<file path="src/rtl/servo_bank_ctrl.sv">
// servo_bank_ctrl: N-channel hobby-servo controller.
// Key codes step channel angles up/down (with auto-repeat on a held key),
// a direct-load port writes clamped angles, and an integrated PWM generator
// drives one output per channel. The pulse width of each channel is latched
// only at the last cycle of a frame, so a frame never carries a mixed pulse.
module servo_bank_ctrl #(
    parameter int NUM_CH        = 4,
    parameter int ANGLE_W       = 8,
    parameter int ANGLE_MIN     = 10,
    parameter int ANGLE_MAX     = 170,
    parameter int ANGLE_INIT    = 90,
    parameter int STEP          = 5,
    parameter int CMD_BASE      = 6,
    parameter int REPEAT_CYC    = 5_000_000,
    parameter int PERIOD_CYC    = 1_000_000,
    parameter int PULSE_BASE    = 25_000,
    parameter int PULSE_PER_DEG = 556,
    localparam int CH_W         = (NUM_CH > 1) ? $clog2(NUM_CH) : 1
) (
    input  logic                      clk,
    input  logic                      rst_n,      // active-high synchronous reset
    input  logic [7:0]                key,
    input  logic                      set_valid,
    input  logic [CH_W-1:0]           set_ch,
    input  logic [ANGLE_W-1:0]        set_angle,
    output logic [NUM_CH-1:0]         pwm,
    output logic [NUM_CH*ANGLE_W-1:0] angle_o,
    output logic                      frame_start
);

    localparam int CNT_W = (PERIOD_CYC > 1) ? $clog2(PERIOD_CYC) : 1;
    localparam int REP_W = (REPEAT_CYC > 1) ? $clog2(REPEAT_CYC) : 1;
    localparam int AW1   = ANGLE_W + 1;

    localparam logic [CNT_W-1:0]   CNT_LAST = CNT_W'(PERIOD_CYC - 1);
    localparam logic [REP_W-1:0]   REP_LAST = REP_W'(REPEAT_CYC - 1);
    localparam logic [8:0]         KEY_LO   = 9'(CMD_BASE);
    localparam logic [8:0]         KEY_HI   = 9'(CMD_BASE + 2 * NUM_CH);
    localparam logic [ANGLE_W-1:0] A_MIN    = ANGLE_W'(ANGLE_MIN);
    localparam logic [ANGLE_W-1:0] A_MAX    = ANGLE_W'(ANGLE_MAX);
    localparam logic [ANGLE_W-1:0] A_INIT   = ANGLE_W'(ANGLE_INIT);
    localparam logic [ANGLE_W-1:0] A_STEP   = ANGLE_W'(STEP);
    localparam logic [AW1-1:0]     A_MAX_X  = AW1'(ANGLE_MAX);
    localparam logic [AW1-1:0]     A_STEP_X = AW1'(STEP);
    localparam logic [AW1-1:0]     A_FLOOR_X = AW1'(ANGLE_MIN + STEP);
    localparam logic [CNT_W-1:0]   CMP_INIT = CNT_W'(PULSE_BASE + ANGLE_INIT * PULSE_PER_DEG);

    logic [7:0]       key_q, key_d;
    logic [REP_W-1:0] rep_cnt_q, rep_cnt_d;
    logic [CNT_W-1:0] cnt_q, cnt_d;
    logic             frame_start_q, frame_start_d;
    logic             key_valid, key_new, rep_hit, key_event, frame_last;

    // Key decode and auto-repeat: an event on a fresh code or every REPEAT_CYC held cycles
    always_comb begin
        key_valid = ({1'b0, key} >= KEY_LO) && ({1'b0, key} < KEY_HI);
        key_new   = (key != key_q);
        rep_hit   = (rep_cnt_q == REP_LAST);
        key_event = key_valid && (key_new || rep_hit);
        key_d     = key;
        if (!key_valid || key_new || rep_hit) begin
            rep_cnt_d = '0;
        end else begin
            rep_cnt_d = rep_cnt_q + 1'b1;
        end
    end

    // Frame counter and the frame-start strobe, which lags the counter by one cycle
    always_comb begin
        frame_last    = (cnt_q == CNT_LAST);
        cnt_d         = frame_last ? '0 : cnt_q + 1'b1;
        frame_start_d = (cnt_q == '0);
    end

    // Shared state registers
    always_ff @(posedge clk) begin
        if (rst_n) begin
            key_q         <= '0;
            rep_cnt_q     <= '0;
            cnt_q         <= '0;
            frame_start_q <= 1'b0;
        end else begin
            key_q         <= key_d;
            rep_cnt_q     <= rep_cnt_d;
            cnt_q         <= cnt_d;
            frame_start_q <= frame_start_d;
        end
    end

    assign frame_start = frame_start_q;

    genvar gi;
    generate
        for (gi = 0; gi < NUM_CH; gi++) begin : g_ch
            localparam logic [7:0] KEY_INC = 8'(CMD_BASE + 2 * gi);
            localparam logic [7:0] KEY_DEC = 8'(CMD_BASE + 2 * gi + 1);

            logic [ANGLE_W-1:0] angle_q, angle_d, load_val;
            logic [AW1-1:0]     angle_x, inc_sum;
            logic [CNT_W-1:0]   cmp_q, cmp_d;
            logic               pwm_q, pwm_d;
            logic               load_hit;

            // Next angle: a direct load beats a key step on the same channel
            always_comb begin
                angle_x  = {1'b0, angle_q};
                inc_sum  = angle_x + A_STEP_X;
                load_hit = set_valid && (set_ch == CH_W'(gi));
                if (set_angle < A_MIN) begin
                    load_val = A_MIN;
                end else if (set_angle > A_MAX) begin
                    load_val = A_MAX;
                end else begin
                    load_val = set_angle;
                end
                angle_d = angle_q;
                if (load_hit) begin
                    angle_d = load_val;
                end else if (key_event && (key == KEY_INC)) begin
                    angle_d = (inc_sum > A_MAX_X) ? A_MAX : inc_sum[ANGLE_W-1:0];
                end else if (key_event && (key == KEY_DEC)) begin
                    angle_d = (angle_x < A_FLOOR_X) ? A_MIN : angle_q - A_STEP;
                end
            end

            // Compare value only moves at the frame's last cycle; pwm is the registered compare
            always_comb begin
                cmp_d = frame_last ? CNT_W'(PULSE_BASE + 32'(angle_q) * PULSE_PER_DEG) : cmp_q;
                pwm_d = (cnt_q < cmp_q);
            end

            // Per-channel state registers
            always_ff @(posedge clk) begin
                if (rst_n) begin
                    angle_q <= A_INIT;
                    cmp_q   <= CMP_INIT;
                    pwm_q   <= 1'b0;
                end else begin
                    angle_q <= angle_d;
                    cmp_q   <= cmp_d;
                    pwm_q   <= pwm_d;
                end
            end

            assign pwm[gi]                          = pwm_q;
            assign angle_o[gi*ANGLE_W +: ANGLE_W]   = angle_q;
        end
    endgenerate

endmodule

</file>
<file path="config.mk">
export PLATFORM = sky130hd
export DESIGN_NAME = servo_bank_ctrl
export DESIGN_NICKNAME = d
export VERILOG_FILES = /design/src/rtl/servo_bank_ctrl.sv
export SDC_FILE = /design/constraint.sdc
export NUM_CORES = 1
export LEC_CHECK = 0
export BUFFER_PORTS_ARGS = -buffer_cell sky130_fd_sc_hd__buf_2
export CORE_ASPECT_RATIO = 1.5
export CORE_MARGIN = 1.5
export CORE_UTILIZATION = 60
export CTS_CLUSTER_DIAMETER = 80
export DETAILED_ROUTE_END_ITERATION = 6
export PLACE_DENSITY = 0.78
export SETUP_SLACK_MARGIN = 0.1
export SLEW_MARGIN = 20
export SYNTH_ARGS = -nofsm -noshare
export SYNTH_HDL_FRONTEND = slang
export SYNTH_SLANG_ARGS = --single-unit
</file>
<file path="constraint.sdc">
create_clock -name clk -period 5.15 [get_ports clk]
set_clock_uncertainty 0.1 [all_clocks]
set_input_delay 0.2575 -clock clk [delete_from_list [all_inputs] [get_ports clk]]
set_output_delay 0.2575 -clock clk [all_outputs]
set_load 0.005 [all_outputs]
</file>
Word level (Yosys, flattened, before mapping)
Index checks and enable logic that the tools add are counted.
Word-level totals
  flip-flop bits (word level): 168
  input port bits: 21
  word-level logic and storage cells: 112
Operators by class
  add/sub/neg operators: 14
  $mul: 4
  magnitude comparators: 16
  equal/unequal tests: 14
  mux-type cells: 22
  reduce and logical (&&, ||, !) cells: 26
Operator list (count)
  $mux W8: 22
  $lt A20 B20 Y1: 4
  $add A15 B18 Y19 const A: 4
  $mul A8 B8 Y16 const B: 4
  $eq A8 B4 Y1 const B: 6
  $lt A8 B4 Y1 const B: 6
  $add A8 B3 Y9 const B: 4
  $gt A9 B8 Y1 const B: 4
  $sub A8 B3 Y8 const B: 4
  $add A23 B1 Y23 const B: 1
  $eq A23 B23 Y1 const B: 1
  $add A20 B1 Y20 const B: 1
  $eq A20 B20 Y1 const B: 1
  $logic_not A20 Y1: 1
  $eq A8 B3 Y1 const B: 2
  $logic_and A1 B1 Y1: 14
  $reduce_bool A3 Y1: 4
  $ge A8 B3 Y1 const B: 1
  $gt A8 B8 Y1 const B: 1
  $ne A8 B8 Y1: 1
  $eq A2 B2 Y1 const B: 2
  $reduce_or A2 Y1: 2
  $logic_or A1 B1 Y1: 3
  $eq A2 B1 Y1 const B: 1
  2 further kinds: 2

Depth between registers and ports, before layout
Gate-level depths: netlist (run 1).
  depth after elaboration: 7
  gate-level depth with buffers: 16
  gate-level depth less buffers: 16

Worst setup path before layout (run 1)
No wires, ideal clock.
  path kind: flip-flop to flip-flop
  from: register g_ch[2].angle_q[6]
  to: register g_ch[2].cmp_q[15]
  setup time: 117 ps
  arrival time: 3967 ps
  path slack: 967 ps
  stages on the path, launching flop included: 16
  buffers on the path: 0
  cells stage by stage: dfxtp_1 -> inv_1 -> ha_1 -> ha_1 -> inv_1 -> fa_1 -> inv_1 -> ha_1 -> o21ai_0 -> or4b_2 -> nand3_1 -> nand3_1 -> nor4b_1 -> nor3_1 -> xnor2_1 -> a22o_1
Between the ends
  longest elaborated chain between the ends: 2
RTL lines
  from (decl): line 98  | logic [ANGLE_W-1:0] angle_q, angle_d, load_val;
  from (signal assigned): line 139  | angle_q <= angle_d;
  $mul A8 B8 Y16: line 128  | cmp_d = frame_last ? CNT_W'(PULSE_BASE + 32'(angle_q) * PULSE_PER_DEG) : cmp_q;
  $add A15 B18 Y19: line 128
  to (signal assigned): line 140  | cmp_q <= cmp_d;
  to (decl): line 100  | logic [CNT_W-1:0] cmp_q, cmp_d;
No other way between the ends.
A chain may end at the register's enable or synchronous reset.

Worst setup path in the final report (run 1)
  from: register g_ch[0].angle_q[3]
  to: register g_ch[0].cmp_q[15]
Between the ends
  longest elaborated chain between the ends: 2
RTL lines (line)
  from (decl): 98
  from (signal assigned): 139
  $mul A8 B8 Y16: 128
  $add A15 B18 Y19: 128
  to (signal assigned): 140
  to (decl): 100
No other way between the ends.

==> results of run 1 <==
-- power by group through the flow --
stage	clock (mW)	combinational [mW]	sequential, mW
5_1_grt	1.38	2.22	1.26
2_1_floorplan	0	1.53	1.28
4_1_cts	1.33	1.98	1.25
3_3_place_gp	0	1.92	1.28
6_report	1.32	1.99	1.25
3_5_place_dp	0	1.96	1.28
-- kinds of logic (layout without fill, tap and decap cells) --
logic type / Yosys count / in the layout / synth area share [%]
buf+inv: 294 / 356 / 7.57
simple gates: 537 / 537 / 17.3
fa+ha+maj: 295 / 295 / 26.1
compound gates: 440 / 440 / 19.6
mux: 4 / 4 / 0.285
xor+xnor: 141 / 141 / 8.26
flops: 156 / 156 / 20.9
-- worst paths after layout --
path	depth (start not counted)	slack, ns	end
max reg2reg	13	0.49	g_ch[0].cmp_q[15]
max	13	0.49	g_ch[0].cmp_q[15]
min	2	0.05	key_q[2]
min reg2reg	2	0.35	g_ch[0].cmp_q[18]
-- per-layer routing --
layer  share of wire [%]  wire length [microns]  vias up  GRT usage [%]
met5               0.033                     13        -              0
met4                 4.5                   1750        2           15.1
met3                 4.4                   1710      125           4.50
met2                  51                  20000      382           57.0
met1                  40                  15500     6364           33.7
li1                    -                      -     6622              -
-- repair_timing --
item,in CTS,in global routing
setup endpoints to repair,0,1
endpoints found under the hold margin,4,0
gates resized for setup,0,1
hold buffers,4,0
-- cell type report --
class	count	area (sq um)	area share, %
clock buffers	19	453	2.79
clock inverters	13	155	0.956
multi-input cells	1417	10700	65.9
inverters	241	905	5.57
well taps	324	405	2.50
flip-flops and latches	156	3120	19.2
repair buffers	83	490	3.02
-- cell usage after synthesis (6+ instances only) --
cell       instances
and3_1            13
or2_2              7
o2111ai_1         10
a211oi_1          40
nand2_1          157
o221ai_1           6
xor2_1            63
xnor2_1           78
dfxtp_1          156
nor3b_1            7
fa_1              28
o22ai_1           11
nor2_1           134
nand4_1           18
or3_1             12
nor4_1            12
a21o_1            20
o21ai_0           88
o31ai_1           19
o21a_1            13
nand3b_1          10
o31a_1             6
nand3_1           63
a22oi_1           11
a21oi_1          108
o21bai_1           8
nor2b_1           24
nor3_1            40
clkbuf_1          43
o211ai_1          33
nand2b_1          16
a31oi_1           14
ha_1             267
inv_1            240
-- per-stage QoR --
stage	area, sq um	power, mW
2_1_floorplan	15000	2.82
4_1_cts	16200	4.56
3_3_place_gp	15600	3.20
3_5_place_dp	15600	3.24
6_report	16200	4.57
5_1_grt	16200	4.86
-- cells in the final DEF, fill, tap and decap left out, types with 57 or more instances in the layout --
cell and count:
a21oi_1 108, buf_2 57, dfxtp_1 156, ha_1 267
inv_1 240, nand2_1 157, nand3_1 63, nor2_1 134
o21ai_0 88, xnor2_1 78, xor2_1 63
-- worst max-delay path, cell delays in order, from the launching register on --
cell,delay [ns]
dfxtp_1,0.60
inv_1,0.18
ha_1,0.33
ha_1,0.30
fa_1,0.50
ha_1,0.33
a211oi_1,0.34
o21ai_0,0.19
a2111oi_0,0.58
nor2_1,0.13
xnor2_1,0.18
or3b_2,0.51
nand3b_1,0.17
o311ai_0,0.12
-- state kept, by name (all words and copies together), names as in the netlist --
register,flops
g_ch.cmp_q,68
g_ch.angle_q,32
rep_cnt_q,23
cnt_q,20
key_q,8
g_ch.pwm_q,4
frame_start,1
==> summary.md, run 1 <==
| Metric | Value |
|---|---|
| Status | finished, final reports clean |
| Die height | 196 microns |
| Required @ worst endpoint | 5.38 ns |
| RSZ-0062 raised after global routing | no |
| Global Route Usage Sum | 30.6% |
| Hold slack | 0.0483 ns |
| Area contributors post-synth | ha_1 (22%), dfxtp_1 (21%), inv_1 (6.0%), xnor2_1 (4.6%), nand2_1 (3.9%) |
| Fraction of layout cells with a size suffix above 1 | 7.21% |
| H-tree depth reported by CTS | 4 |
| Initial cell density of the core | 61.2% |
| CTS clk-pin slew, worst paths | 0.07 ns |
| Final Hold Violating Endpoints | 0 |
| Routed WL per cell | 17.3 microns |
| Internal | 2.80 mW |
| Syn nets | 2,183 |
| Slew headroom | 22.7% |
| CTS tree | built |
| Die Area | 25,900 sq um |
| DRC Markers | 0 |
| Synthesized cell area | 15,000 sq um |
| Initial antenna violation count | 1 |
| Tcrit/Tclk final | 90.6% |
| Worst-Skew Late Latency | 0.43 ns |
| Initial DRC Count | 718 |
| Utilization after layout | 66.4% |
| Top-area cell type share of the netlist area | 22.3% |
| Highest clock rate | 214 MHz |
| Placer's final routability congestion estimate | 1.01 |
| Vias in the first global route | 13.5k |
| Minimum clock period | 4.66 ns |
| Psw | 1.77 mW |
| Slew @ Worst Pin | 1.15 ns |
| Detailed-route wire length | 39.1 mm |
| Mean post-synth cell area | 8.01 sq um |
| Synth cell types | 78 |
| Routed Antenna Nets | 0 |
| DR pass1 iterations | 7 |
| P_leak | 7.31 nW |
| Vias | 13.5k |
| IO Count | 58 |
| Final setup fails | 0 |
| Crit. End Element | flop |
| Sequential share of the synthesized area | 20.9% |
| Worst hold-check path type | in2reg |
| Crit path launch | g_ch[0].angle_q[3] |
| Cell Pwr Density | 281 nW/um^2 |
| Post-CTS Setup Bufs | 0 |
| Worst Setup Path Type | reg2reg |
| Pre-CTS WS | 0.581 ns |
| CTS Buf Count | 17 |
| # rows | 70 |
| Hpwl dp | 29.6 mm |
| DP Cell Count | 2,217 |
| Number of enable flip-flop cells after synthesis | 0 |
| Clock tree sinks | 156 |
| Grt total ovfl | 0 |
| FFs w/ async S/R, synth | 0% |
| Crit path max fanout | 11 |
| Nets@finish | 2,232 |
| Vias per cell | 5.99 |
| Antenna Cells | 0 |
| Yosys warns | 0 |
| CP arrival | 4.89 ns |
| Reg power frac | 27.5% |
| Max-cap violation count | 0 |
| Final TNS setup | 0 ns |
| Final Instance Count excl. Fillers | 2,253 |
| Core footprint | 24,400 sq um |
| Logic pwr share | 43.6% |
| Global-route wire length before repair | 64.9 mm |
| VDD IR max | 0.000242 V |
| Yosys reg bits | 156 |
| Fill cell count | 2,065 |
| Die Wd | 132 microns |
| Clock Path Buffers | 2 |
| Hold path start | key[2] |
| Yosys top cell by area | ha_1 |
| Port bufs | 57 |
| Ys flop type | dfxtp_1 |
| Pins Over Slew Limit | 0 |
| Post-Synthesis Cells | 1,867 |
| Largest net degree at the start of global routing | 66 |
| Sw Ratio | 38.7% |
| Synth-to-layout area growth | 8.59% |
| Clock power frac | 28.9% |
| Worst r2r src | g_ch[0].angle_q[3] |
| Clock root buffer master | clkbuf_16 |
| CP startpoint kind | flop |
| Fin worst setup slack | 0.486 ns |
Power figures use the tool's default switching activity.
==> inputs of run 2 (changes only) <==
--- a/config.mk
+++ b/config.mk
@@ -6,7 +6,6 @@
 export NUM_CORES = 1
 export LEC_CHECK = 0
 export BUFFER_PORTS_ARGS = -buffer_cell sky130_fd_sc_hd__buf_2
-export CORE_ASPECT_RATIO = 1.5
 export CORE_MARGIN = 1.5
 export CORE_UTILIZATION = 60
 export CTS_CLUSTER_DIAMETER = 80
==> run 2 against run 1 <==
Wire length decreased by 0.86%. Largest cell class unchanged. Highest routed layer is now met4. First-iteration DRC count increased by 9.5%. Largest power group unchanged. Via count decreased by 1.3%.
==> summary.md, run 2 (synthesized netlist as in run 1, its figures left out) <==
| Metric | Value |
|---|---|
| Status | finished, final reports clean (unchanged) |
| Placed cell area | 15,600 sq um (about the same) |
| Clock tree sinks | 156 (unchanged) |
| H-tree depth reported by CTS | 4 (unchanged) |
| CP arrival | 4.96 ns (was 4.89 ns) |
| Highest clock rate | 211 MHz (was 214 MHz) |
| VDD IR max | 0.000191 V (was 0.000242 V) |
| Slew @ Worst Pin | 1.16 ns (was 1.15 ns) |
| Max reg flops | 68 (unchanged) |
| Synth-to-layout area growth | 8.40% (was 8.59%) |
| Final Hold Violating Endpoints | 0 (unchanged) |
| Worst-Skew Late Latency | 0.43 ns (about the same) |
| Placer's final routability congestion estimate | 0.921 (was 1.01) |
| RSZ-0062 raised after global routing | no (unchanged) |
| CTS tree | built (unchanged) |
| Minimum clock period | 4.75 ns (was 4.66 ns) |
| CTS clk-pin slew, worst paths | 0.06 ns (was 0.07 ns) |
| Port bufs | 57 (unchanged) |
| Clock root buffer master | clkbuf_16 (unchanged) |
| Detailed-route wire length | 38.7 mm (was 39.1 mm) |
| Post-CTS Setup Bufs | 0 (unchanged) |
| Global-route wire length before repair | 63.1 mm (was 64.9 mm) |
| P_leak | 7.29 nW (was 7.31 nW) |
| Cell Pwr Density | 280 nW/um^2 (was 281 nW/um^2) |
| Core footprint | 24,400 sq um (about the same) |
| DP Cell Count | 2,214 (was 2,217) |
| Crit path max fanout | 8 (was 11) |
| DRC Markers | 0 (unchanged) |
| Vias | 13.3k (was 13.5k) |
| Slew headroom | 21.7% (was 22.7%) |
| Initial DRC Count | 786 (was 718) |
| Overall Power | 4.54 mW (was 4.57 mW) |
| Initial cell density of the core | 61.3% (was 61.2%) |
| # rows | 57 (was 70) |
| DR pass1 iterations | 5 (was 7) |
| Top reg by flops | g_ch.cmp_q (unchanged) |
| Regs by FF count | g_ch.cmp_q x68, g_ch.angle_q x32, rep_cnt_q x23 (unchanged) |
| Max-cap violation count | 0 (unchanged) |
| Vias per cell | 5.92 (was 5.99) |
| Worst hold-check path type | in2reg (unchanged) |
| Antenna Cells | 0 (unchanged) |
| Global Route Usage Sum | 30.0% (was 30.6%) |
| CP startpoint kind | flop (unchanged) |
| Tcrit/Tclk final | 92.2% (was 90.6%) |
| Commonest cells after routing, fill and taps aside | ha_1 (267), inv_1 (240), nand2_1 (157) (unchanged) |
| CTS Buf Count | 17 (unchanged) |
| Die Wd | 161 microns (was 132 microns) |
| Routed WL per cell | 17.2 microns (was 17.3 microns) |
| Largest net degree at the start of global routing | 66 (unchanged) |
| Fraction of layout cells with a size suffix above 1 | 6.91% (was 7.21%) |
| Die Area | 25,900 sq um (about the same) |
| Vias in the first global route | 13.0k (was 13.5k) |
| Pins Over Slew Limit | 0 (unchanged) |
| Nets@finish | 2,229 (was 2,232) |
| Crit. End Element | flop (unchanged) |
| Die height | 161 microns (was 196 microns) |
| Finished Cell Area | 16,200 sq um (about the same) |
| Most common cell after layout, fill and taps aside | ha_1 (unchanged) |
| Final setup fails | 0 (unchanged) |
| Initial antenna violation count | 0 (was 1) |
| IO Count | 58 (unchanged) |
| Final TNS setup | 0 ns (unchanged) |
| Worst Setup Path Type | reg2reg (unchanged) |
| Hpwl dp | 28.9 mm (was 29.6 mm) |
| Grt total ovfl | 0 (unchanged) |
| Routed Antenna Nets | 0 (unchanged) |
| Final Instance Count excl. Fillers | 2,250 (was 2,253) |
| Required @ worst endpoint | 5.37 ns (was 5.38 ns) |
| Clock Path Buffers | 2 (unchanged) |
run 2: critical path: stages, from the launching register on:
cell	delay [ns]
dfxtp_1	0.51
inv_1	0.23
ha_1	0.36
ha_1	0.31
fa_1	0.51
ha_1	0.32
a211oi_1	0.29
o21ai_0	0.19
a2111oi_0	0.66
nor2_1	0.14
xnor2_1	0.29
nor3_1	0.14
or4_1	0.49
o311ai_0	0.12
run 2: path summary, 6_finish.rpt:
check,start,to,slack (ns),cells after the start
max reg2reg,g_ch[1].angle_q[3],g_ch[1].cmp_q[15],0.40,13
min reg2reg,g_ch[1].cmp_q[18],g_ch[1].cmp_q[18],0.35,2
min,key[3],key_q[3],0.04,2
max,g_ch[1].angle_q[3],g_ch[1].cmp_q[15],0.40,13
run 2: cell type report:
| class | count | area (sq um) |
|---|---|---|
| clock buffers | 22 | 464 |
| clock inverters | 10 | 139 |
| fillers | 2087 | 8180 |
| inverters | 241 | 905 |
| multi-input cells | 1417 | 10700 |
| flip-flops and latches | 156 | 3120 |
| well taps | 324 | 405 |
| repair buffers | 80 | 468 |
run 2: timing repair:
item | in CTS | in global routing
resized for setup | 0 | 1
hold buffers | 4 | 0
setup endpoints to repair | 0 | 1
hold endpoints to repair | 4 | 0
run 2: metal layers:
metal	GRT usage, %	up-vias	part of all wire [%]
met5	0	-	0
met4	15.9	0	4.8
met3	4.05	111	5.6
met2	50.4	406	46
met1	37.4	6190	44
li1	-	6616	-
run 2: through the flow:
step	util, %	worst slack (ns)	hold slack [ns]
3_5_place_dp	63.8	0.526	0.337
2_1_floorplan	-	0.967	0.286
5_1_grt	66.4	0.131	0.0448
6_report	66.4	0.401	0.0396
3_3_place_gp	63.8	0.678	0.328
4_1_cts	66.4	0.507	0.0365
run 2: report_power, final:
group / internal (mW) / total, mW / switching [mW]
Sequential: 1.23 / 1.26 / 0.0303
Combinational: 0.816 / 1.98 / 1.16
Clock: 0.788 / 1.31 / 0.518
